<file path="src/rtl/countdown_timer.sv">
// countdown_timer: multi-digit BCD down-counter with an internal prescaler.
// A value is loaded (digits clamped to 9), counting starts on START, PAUSE
// freezes both the prescaler phase and the count, and the block parks in
// EXPIRED once the count reaches zero. Borrows ripple combinationally.
module countdown_timer #(
  parameter int DIGITS   = 3,
  parameter int PRESCALE = 50000000
) (
  input  logic                  clock,
  input  logic                  reset,
  input  logic                  load,
  input  logic [4*DIGITS-1:0]   load_val,
  input  logic                  start,
  input  logic                  pause,
  output logic [4*DIGITS-1:0]   count,
  output logic                  tick,
  output logic                  running,
  output logic                  done
);

  localparam int PW = $clog2(PRESCALE);
  localparam logic [PW-1:0] PS_LAST = PW'(PRESCALE - 1);

  localparam logic [1:0] ST_IDLE    = 2'd0;
  localparam logic [1:0] ST_RUN     = 2'd1;
  localparam logic [1:0] ST_HOLD    = 2'd2;
  localparam logic [1:0] ST_EXPIRED = 2'd3;

  logic [1:0]          state_reg, state_next;
  logic [4*DIGITS-1:0] count_reg, count_next;
  logic [PW-1:0]       presc_reg, presc_next;
  logic                tick_reg, tick_next;
  logic                running_reg, done_reg;

  logic [4*DIGITS-1:0] load_clamped;
  logic [4*DIGITS-1:0] dec_val;
  logic [DIGITS-1:0]   borrow;
  logic                count_zero;
  logic                dec_zero;

  // Per-digit clamp of the preset and one-step BCD decrement with borrow chain.
  // borrow[i] means digit i must decrement; digit 0 always does.
  assign borrow[0] = 1'b1;

  generate
    for (genvar gi = 0; gi < DIGITS; gi++) begin : g_digit
      logic [3:0] ld_digit;
      logic [3:0] cur_digit;

      assign ld_digit  = load_val[4*gi +: 4];
      assign cur_digit = count_reg[4*gi +: 4];

      assign load_clamped[4*gi +: 4] = (ld_digit > 4'd9) ? 4'd9 : ld_digit;

      assign dec_val[4*gi +: 4] = !borrow[gi]          ? cur_digit :
                                  (cur_digit == 4'd0)  ? 4'd9      :
                                                         cur_digit - 4'd1;

      if (gi < DIGITS - 1) begin : g_borrow
        assign borrow[gi+1] = borrow[gi] & (cur_digit == 4'd0);
      end
    end
  endgenerate

  assign count_zero = (count_reg == '0);
  assign dec_zero   = (dec_val == '0);

  // Next-state logic: LOAD overrides everything, then per-state handling.
  always_comb begin
    state_next = state_reg;
    count_next = count_reg;
    presc_next = presc_reg;
    tick_next  = 1'b0;
    if (load) begin
      count_next = load_clamped;
      presc_next = '0;
      state_next = ST_IDLE;
    end else begin
      case (state_reg)
        ST_IDLE: begin
          if (start) begin
            state_next = count_zero ? ST_EXPIRED : ST_RUN;
          end
        end
        ST_RUN: begin
          if (pause) begin
            state_next = ST_HOLD;
          end else if (presc_reg == PS_LAST) begin
            presc_next = '0;
            count_next = dec_val;
            tick_next  = 1'b1;
            if (dec_zero) begin
              state_next = ST_EXPIRED;
            end
          end else begin
            presc_next = presc_reg + PW'(1);
          end
        end
        ST_HOLD: begin
          // Phase is frozen; resuming continues from the same prescaler value.
          if (!pause) begin
            state_next = ST_RUN;
          end
        end
        ST_EXPIRED: begin
          state_next = ST_EXPIRED;
        end
        default: begin
          state_next = ST_IDLE;
        end
      endcase
    end
  end

  // State, count, prescaler and registered status flags.
  always_ff @(posedge clock or negedge reset) begin
    if (!reset) begin
      state_reg   <= ST_IDLE;
      count_reg   <= '0;
      presc_reg   <= '0;
      tick_reg    <= 1'b0;
      running_reg <= 1'b0;
      done_reg    <= 1'b0;
    end else begin
      state_reg   <= state_next;
      count_reg   <= count_next;
      presc_reg   <= presc_next;
      tick_reg    <= tick_next;
      running_reg <= (state_next == ST_RUN);
      done_reg    <= (state_next == ST_EXPIRED);
    end
  end

  assign count   = count_reg;
  assign tick    = tick_reg;
  assign running = running_reg;
  assign done    = done_reg;

endmodule

</file>
<file path="config.mk">
export PLATFORM = sky130hd
export DESIGN_NAME = countdown_timer
export DESIGN_NICKNAME = d
export VERILOG_FILES = /design/src/rtl/countdown_timer.sv
export SDC_FILE = /design/constraint.sdc
export NUM_CORES = 1
export LEC_CHECK = 0
export BUFFER_PORTS_ARGS = -buffer_cell sky130_fd_sc_hd__buf_2
export CORE_MARGIN = 3
export CORE_UTILIZATION = 37
export CTS_CLUSTER_DIAMETER = 30
export DETAILED_ROUTE_END_ITERATION = 10
export SKIP_CTS_REPAIR_TIMING = 1
export SLEW_MARGIN = 20
export SYNTH_ARGS = -nofsm -noshare
export SYNTH_HDL_FRONTEND = slang
export SYNTH_SLANG_ARGS = --single-unit
</file>
<file path="constraint.sdc">
create_clock -name clock -period 2.23 [get_ports clock]
set_clock_uncertainty 0.15 [all_clocks]
set_input_delay 0.223 -clock clock [delete_from_list [all_inputs] [get_ports clock]]
set_output_delay 0.223 -clock clock [all_outputs]
set_load 0.1 [all_outputs]
</file>
==> results of run 1 <==
-- Yosys cell counts (2+ instances only) --
cell type and count:
nor4_1 9, o211ai_1 3, and4_1 6, inv_1 8
o21ai_0 9, or3_1 4, nand3_1 9, clkbuf_1 6
o31ai_1 2, a21oi_1 7, buf_6 2, nand2_1 19
nor2_1 44, mux2i_1 3, xor2_1 5, a211oi_1 2
or2_2 3, and2_1 2, a31oi_1 5, o21a_1 3
or4_1 2, o31a_1 2, nand4_1 12, a32o_1 3
buf_2 2, nor3b_1 2, nor3_1 13, dfrtp_1 43
xnor2_1 18, o21ai_1 2, nor2b_1 7
-- cells by family (layout without fill, tap and decap cells) --
logic type      count (synthesis)  count (layout)  synth area share [%]
simple gates                  145             145                  31.7
mux                             3               3                  1.19
fa+ha+maj                       1               1                 0.495
flops                          43              43                  42.6
buf+inv                        19              85                  3.52
compound gates                 46              46                  12.5
xor+xnor                       23              23                  7.97
-- through the flow --
step	cells	instance area, um^2	hold slack (ps)	util (%)
2_1_floorplan	280	2540	-223	-
3_3_place_gp	413	3020	34.4	46.4
3_5_place_dp	413	3020	40.6	46.4
4_1_cts	421	3150	-288	48.5
5_1_grt	423	3190	28.4	49.2
6_report	423	3190	-5.14	49.2
-- critical path: cells and delay by family (launching register included) --
family,cells,cell delay (ps)
compound gates,3,430
flops,1,490
simple gates,2,1120
-- power groups by stage --
stage | sequential (mW) | clock, mW | combinational [mW]
global route | 0.848 | 0.775 | 0.422
floorplan | 1.02 | 0 | 0.119
CTS | 0.843 | 0.743 | 0.391
finish | 0.843 | 0.723 | 0.393
global placement | 0.856 | 0 | 0.387
detailed placement | 0.858 | 0 | 0.389
-- cell type report --
type                       count  area, um^2  share of cell area, %
multi-input combinational    218        1390                   43.6
clock buffer                   6        72.6                   2.27
clock inverter                 2        60.1                   1.88
inverter                       8        30.0                  0.940
tap                           77        96.3                   3.02
sequential                    43        1090                   34.0
timing repair buffer          69         455                   14.3
-- metal layers --
| metal | GRT usage (%) | share of wire (%) | vias up | routed length (um) |
|---|---|---|---|---|
| met5 | 0 | 0 | - | 0 |
| met2 | 28.3 | 48 | 45 | 3050 |
| met3 | 3.17 | 3.7 | 4 | 239 |
| met1 | 23.2 | 48 | 1093 | 3060 |
| li1 | - | - | 1155 | - |
| met4 | 5.08 | 0.67 | 0 | 43 |
-- how the worst max path moves through the flow --
stage | startpoint | to | slack (ps) | cells after the start
global route | count[2]$_DFFE_PN0P_ | count[10]$_DFFE_PN0P_ | -70 | 5
global placement | count[3]$_DFFE_PN0P_ | count[11]$_DFFE_PN0P_ | 50 | 5
CTS | count[3]$_DFFE_PN0P_ | count[11]$_DFFE_PN0P_ | 20 | 5
detailed placement | count[3]$_DFFE_PN0P_ | count[11]$_DFFE_PN0P_ | 40 | 5
finish | count[2]$_DFFE_PN0P_ | count[10]$_DFFE_PN0P_ | -20 | 5
floorplan | count[2]$_DFFE_PN0P_ | count[11]$_DFFE_PN0P_ | -200 | 7
==> run_results.csv, run 1 <==
group,metric,value,unit
outcome,status,"finished, violations left",
outcome,violations,"hold timing, setup timing",
yosys,ys_async_sr_fraction,100,%
sta,drv_slew,0,
setup_path,crit_required,2320,ps
pwr,power.density,614,mW/mm^2
yosys,syn_area,0.00253,mm^2
pwr,vdd_ir_drop_max,0.310,mV
pwr,swShare,30.6,%
sta,maxSlewHeadroom,61.4,%
pwr,p_int,1.36,mW
clock_tree,cts_root_buf,"clkbuf_8",
drt,drc,0,
finish,fill_cells,638,
grt,grtUsageTotal,17.2,%
sta,fmax,445,MHz
grt,grt_first_pass_wirelength,10.6,mm
pwr,pwr-share-clk,36.9,%
sta,fin_crit,2250,ps
yosys,yosysTopAreaCell,"dfrtp_1",
clock_tree,htreeDepth,2,
floorplan,std_cell_rows,29,
drt,via_per_inst,5.43,
pwr,p_switching,0.600,mW
floorplan,core_area,0.00649,mm^2
yosys,ys_types,54,
drt,drt_wl_total,6.39,mm
drt,dr.pass1.iters,5,
placed_design,dp_slack,35.2,ps
clock_tree,clock_sinks,43,
finish,drive_gt1_share,26.9,%
clock_tree,path_clk_slew,90,ps
drt,vias,2297,
yosys,yosys-top-cells-area,"dfrtp_1 (43%), nor2_1 (6.5%), xnor2_1 (6.2%)",
floorplan,ios,32,
min_path,hp-start,"load_val[2]",
setup_path,rr_endpoint,"count[10]$_DFFE_PN0P_",
setup_path,path_cells,"or4_4 > nor4b_1 > a21oi_1 > o21ai_1 > o211a_1",
min_path,whs_endpoint,"count[2]$_DFFE_PN0P_",
finish,final_common_cell,"nor2_1",
clock_tree,cts_buffers,5,
job,drv_cap,0,
clock_tree,insertion_delay,300,ps
finish,nets,363,
setup_path,r2r_start,"count[2]$_DFFE_PN0P_",
setup_path,crit_type,"flop to flop",
setup_path,cp-end-kind,"flop",
yosys,synth_ff_type,"dfrtp_1",
floorplan,die_area,0.00786,mm^2
setup_path,cp_max_fo,7,
setup_path,critPathLaunchType,"flop",
clock_tree,cts_tree,"built",
min_path,hold_class,"input port to flop",
yosys,syn_area_per_cell,9.02,um^2
floorplan,die_w,88.6,um
setup_path,cp_slowest_cell,"or4_4",
sta,hold_violations,1,
min_path,hold_depth,3,
pwr,leakage,1.33,nW
placed_design,place_congestion,0.806,
sta,rsz0062_at_grt,"true",
clock_tree,clock_path_buffers,2,
setup_path,arrival,2340,ps
yosys,ys_seq_area_share,42.6,%
sta,layout_setup_ws,-16.2,ps
pwr,seqPwrFrac,43.0,%
setup_path,rr_worst_depth,5,
yosys,yosys_warnings,0,
sta,setup_viol,1,
pwr,power_frac_comb,20.1,%
grt,grt_max_degree,21,
sta,fin_setup_tns,-16.2,ps
drt,drtIter0Drc,126,
floorplan,start_util,38.9,%
grt,antenna_found_initial,0,
finish,syn2layout_area_growth,26.4,%
floorplan,die_h,88.6,um
placed_design,portBuffers,31,
placed_design,hpwl,4.67,mm
setup_path,crit_path_max_incr_delay,600,ps
drt,ant_nets,0,
sta,tightest_slew,572,ps
grt,grt-ovfl-total,0,
finish,n_antenna_cell,0,
setup_path,rrSetupSlack,-20,ps
drt,wl_per_cell,15.1,um
yosys,synth_edf_count,0,
pwr,total_power,1.96,mW
yosys,synth_cells,280,
grt,grt_pass1_vias,2209,
sta,fin_crit_sh,101,%
yosys,synth-seq-cells,43,
finish,mostFrequentLayoutCells,"nor2_1 (44), dfrtp_1 (39), buf_4 (36)",
sta,hold_slack,-5.14,ps
finish,largest_reg_flops,26,
yosys,yosysTopAreaCellShare,42.6,%
yosys,syn-num-nets,298,
(Power assumes the default switching activity.)
==> run 2, diff against run 1 <==
CORE_UTILIZATION = 52   (was 37)
PLACE_DENSITY = 0.76   (was default)
==> run 2 against run 1 <==
Wire length is 6.6% lower. Largest cell class unchanged. Non-clock buffer count is 6 lower. Via count rose by 0.61%. Power fell by 13%. Critical endpoint is now count[8]$_DFFE_PN0P_. Register-to-register slack better by 70 ps. Critical path depth shrank 1. Global-route usage rose by 4.8 points. The run ends with hold timing left. Largest power group unchanged.
==> run_results.csv, run 2 (same netlist as run 1, synthesis figures left out) <==
group,metric,value,unit
sta,fin_setup_tns,0,ps
drt,via_per_inst,5.72,
min_path,hold_class,"input port to flop",
grt,grt_first_pass_wirelength,9.56,mm
pwr,seqPwrFrac,49.8,%
floorplan,die_area,0.00573,mm^2
sta,fmax,460,MHz
outcome,status,"finished, violations left",
pwr,power_frac_comb,22.5,%
finish,syn2layout_area_growth,22.0,%
sta,fin_crit_sh,97.5,%
clock_tree,cts_tree,"built",
setup_path,cp-end-kind,"flop",
clock_tree,path_clk_slew,80,ps
floorplan,die_h,75.7,um
grt,use_met1,27.4,%
floorplan,core_area,0.00453,mm^2
clock_tree,clock_sinks,43,
sta,setup_viol,0,
floorplan,std_cell_rows,24,
drt,wl_per_cell,14.8,um
job,drv_cap,0,
grt,grt_pass1_vias,2119,
setup_path,cp_max_fo,8,
setup_path,arrival,2250,ps
finish,fill_cells,363,
setup_path,path_cells,"or4_4 > or3_4 > or3_1 > a31oi_1",
clock_tree,clock_path_buffers,2,
floorplan,start_util,55.7,%
pwr,p_int,1.12,mW
floorplan,die_w,75.7,um
setup_path,crit_required,2300,ps
drt,drc,0,
drt,dr.pass1.iters,4,
clock_tree,insertion_delay,300,ps
drt,vias,2311,
pwr,total_power,1.70,mW
finish,mostFrequentLayoutCells,"nor2_1 (44), dfrtp_1 (39), buf_2 (31)",
drt,drt_wl_total,5.97,mm
pwr,power.density,551,mW/mm^2
pwr,vdd_ir_drop_max,0.340,mV
setup_path,crit_path_max_incr_delay,610,ps
finish,n_antenna_cell,0,
placed_design,portBuffers,31,
setup_path,crit_type,"flop to flop",
setup_path,critPathLaunchType,"flop",
sta,hold_violations,1,
pwr,pwr-share-clk,27.6,%
clock_tree,cts_buffers,5,
drt,ant_nets,0,
grt,grt-ovfl-total,0,
sta,drv_slew,0,
grt,grt_util_met3,4.75,%
finish,drive_gt1_share,24.8,%
pwr,p_switching,0.575,mW
setup_path,cp_slowest_cell,"or4_4",
sta,maxSlewHeadroom,50.6,%
clock_tree,htreeDepth,2,
sta,fin_crit,2180,ps
drt,drtIter0Drc,160,
placed_design,hpwl,4.38,mm
floorplan,ios,32,
sta,tightest_slew,741,ps
grt,grtUsageTotal,22.0,%
grt,met2_usage,38.0,%
finish,final_common_cell,"nor2_1",
sta,hold_slack,-4.21,ps
pwr,leakage,1.27,nW
grt,grt_max_degree,33,
clock_tree,cts_root_buf,"clkbuf_8",
finish,nets,357,
finish,largest_reg_flops,26,
grt,top_usage_layer,"met2",
grt,antenna_found_initial,0,
placed_design,place_congestion,0.881,
pwr,swShare,33.9,%
outcome,violations,"hold timing",
==> run 2: worst paths after layout <==
path,end,startpoint,cells after the start,slack (ps)
hold reg to reg,presc_reg[23]$_DFFE_PN0P_,presc_reg[23]$_DFFE_PN0P_,2,400
max in group asynchronous,presc_reg[6]$_DFFE_PN0P_,reset,3,910
setup / recovery,count[8]$_DFFE_PN0P_,count[3]$_DFFE_PN0P_,4,50
hold / removal,count[2]$_DFFE_PN0P_,load_val[2],3,-4
min in group asynchronous,count[4]$_DFFE_PN0P_,reset,2,360
setup reg to reg,count[8]$_DFFE_PN0P_,count[3]$_DFFE_PN0P_,4,50
==> run 2: routing by layer <==
metal / part of all wire, % / up-vias
li1: - / 1138
met1: 44 / 1113
met2: 49 / 50
met3: 4.8 / 10
met4: 1.5 / 0
met5: 0 / -
==> run 2: power by group through the flow <==
| stage | sequential [mW] | clock [mW] | combinational (mW) |
|---|---|---|---|
| CTS | 0.845 | 0.474 | 0.379 |
| finish | 0.845 | 0.469 | 0.383 |
| global route | 0.851 | 0.506 | 0.409 |
| global placement | 0.859 | 0 | 0.373 |
| detailed placement | 0.861 | 0 | 0.378 |
| floorplan | 1.02 | 0 | 0.119 |
==> run 2: critical path: cells and delay by family, from the launching register on <==
| kind | cells | cell delay, ps |
|---|---|---|
| flops | 1 | 470 |
| simple gates | 3 | 1310 |
| compound gates | 1 | 160 |
==> run 2: per-stage QoR <==
stage               std cells  cell area [um^2]  utilization [%]  worst slack (ps)
CTS                       403              3040             67.0              6.06
detailed placement        396              2960             65.3              31.6
global route              404              3080             68.0             -2.97
floorplan                 280              2540                -              -203
finish                    404              3080             68.0              54.6
global placement          396              2960             65.3              59.8
==> run 2: final cells by class <==
cell class / instances / area (um^2) / share of cell area, %
well taps: 65 / 81.3 / 2.64
inverters: 8 / 30.0 / 0.974
multi-input cells: 218 / 1400 / 45.4
flip-flops and latches: 43 / 1090 / 35.2
clock buffers: 7 / 76.3 / 2.48
repair buffers: 63 / 410 / 13.3
==> run 3, diff against run 2 <==
--- a/constraint.sdc
+++ b/constraint.sdc
@@ -3,3 +3,3 @@
 set_input_delay 0.223 -clock clock [delete_from_list [all_inputs] [get_ports clock]]
 set_output_delay 0.223 -clock clock [all_outputs]
-set_load 0.1 [all_outputs]
+set_load 0.05 [all_outputs]
==> run 3 against run 2 <==
The flow now finishes without violations. Clock power increased by 18%. Worst setup slack got worse by 28 ps. Cell area rose by 2.2%. Sequential cell count did not move. Sequential power fell by 0.8%. Via count up 0.78%. Critical path type unchanged. Largest power group unchanged.
==> run_results.csv, run 3 (same netlist as run 1, synthesis figures left out) <==
group,metric,value,unit
outcome,status,"complete, no violations",
sta,hold_violations,0,
sta,maxSlewHeadroom,63.3,%
finish,nets,364,
pwr,power.density,540,mW/mm^2
finish,mostFrequentLayoutCells,"nor2_1 (43), dfrtp_1 (41), buf_4 (37)",
sta,rsz0062_at_grt,"true",
drt,drc,0,
finish,largest_reg_flops,26,
clock_tree,clock_sinks,43,
setup_path,cp-end-kind,"flop",
floorplan,die_area,0.00573,mm^2
job,drv_cap,0,
drt,vias,2329,
clock_tree,cts_buffers,5,
sta,drv_slew,0,
sta,tightest_slew,550,ps
sta,hold_slack,15.1,ps
clock_tree,clock_path_buffers,2,
setup_path,arrival,2280,ps
grt,grt_first_pass_wirelength,10.4,mm
floorplan,start_util,55.7,%
sta,setup_viol,0,
clock_tree,cts_root_buf,"clkbuf_8",
clock_tree,insertion_delay,300,ps
floorplan,core_area,0.00453,mm^2
pwr,total_power,1.70,mW
drt,drtIter0Drc,195,
sta,fin_crit_sh,98.8,%
drt,via_per_inst,5.65,
pwr,swShare,30.0,%
drt,wl_per_cell,15.5,um
pwr,p_int,1.19,mW
finish,final_area,0.00315,mm^2
floorplan,std_cell_rows,24,
clock_tree,path_clk_slew,80,ps
grt,antenna_found_initial,0,
placed_design,placed_area,0.00297,mm^2
sta,fmax,454,MHz
floorplan,ios,32,
pwr,power_frac_comb,18.1,%
grt,grt_max_degree,44,
drt,dr.pass1.iters,4,
drt,drt_wl_total,6.38,mm
drt,ant_nets,0,
floorplan,die_w,75.7,um
sta,fin_setup_tns,0,ps
grt,grt_pass1_vias,2183,
floorplan,die_h,75.7,um
clock_tree,htreeDepth,2,
placed_design,portBuffers,31,
pwr,leakage,1.32,nW
pwr,pwr-share-clk,32.6,%
setup_path,cp_max_fo,8,
placed_design,dp_slack,60.5,ps
min_path,hold_class,"input port to flop",
setup_path,critPathLaunchType,"flop",
finish,final_common_cell,"nor2_1",
pwr,seqPwrFrac,49.3,%
pwr,p_switching,0.509,mW
sta,layout_setup_ws,26.7,ps
clock_tree,cts_tree,"built",
setup_path,crit_type,"flop to flop",
finish,drive_gt1_share,26.5,%
pwr,vdd_ir_drop_max,0.319,mV
finish,syn2layout_area_growth,24.6,%
finish,n_antenna_cell,0,
placed_design,place_congestion,0.827,
sta,fin_crit,2200,ps
placed_design,hpwl,4.58,mm
setup_path,crit_required,2310,ps
grt,grt-ovfl-total,0,
grt,grtUsageTotal,23.8,%
[run 3: cell types whose count changed in the layout (fill, tap and decap cells not counted), moves of 2 or more]
cell,before,now
dfrtp_1,39,41
dfrtp_4,2,0
clkbuf_8,5,7
buf_4,30,37
nor4b_2,2,0
[run 3: routing by layer]
metal / vias to the layer above / part of all wire [%] / GRT usage [%] / routed length [um]
met5: - / 0 / 0 / 0
met3: 6 / 3.7 / 4.75 / 238
li1: 1156 / - / - / -
met1: 1126 / 48 / 33.7 / 3040
met2: 41 / 48 / 37.7 / 3030
met4: 0 / 1.0 / 5.83 / 65
[run 3: power by group through the flow]
stage / Sequential [mW] / Clock (mW) / Combinational, mW
after floorplan: 0.934 / 0 / 0.118
after global placement: 0.850 / 0 / 0.299
after detailed placement: 0.852 / 0 / 0.302
after CTS: 0.837 / 0.564 / 0.304
after global routing: 0.843 / 0.599 / 0.336
final: 0.838 / 0.554 / 0.308
[run 3: final timing paths]
kind	endpoint	slack [ps]	depth (start not counted)	startpoint
worst max register to register	count[11]$_DFFE_PN0P_	30	5	count[2]$_DFFE_PN0P_
worst max-delay path	count[11]$_DFFE_PN0P_	30	5	count[2]$_DFFE_PN0P_
min in group asynchronous	presc_reg[4]$_DFFE_PN0P_	360	3	reset
max in group asynchronous	count[2]$_DFFE_PN0P_	1150	3	reset
worst min-delay path	count[1]$_DFFE_PN0P_	20	3	load_val[1]
worst min register to register	presc_reg[5]$_DFFE_PN0P_	400	2	presc_reg[5]$_DFFE_PN0P_
[run 3: worst max-delay path, stage by stage, from the launching register on]
cell      delay [ps]
dfrtp_2          400
or4_4            600
nor4_4           290
nand2b_1         110
or4_1            410
a31oi_1          170
[run 3: cell type report]
type	instances	area, um^2
timing repair buffer	70	453
inverter	8	30.0
multi-input combinational	218	1410
sequential	43	1080
fill	369	1390
clock buffer	8	100
tap	65	81.3
[run 3: through the flow]
stage / std cells / utilization, %
finish: 412 / 69.4
global route: 412 / 69.4
CTS: 408 / 67.8
detailed placement: 400 / 65.6
global placement: 400 / 65.6
floorplan: 280 / -
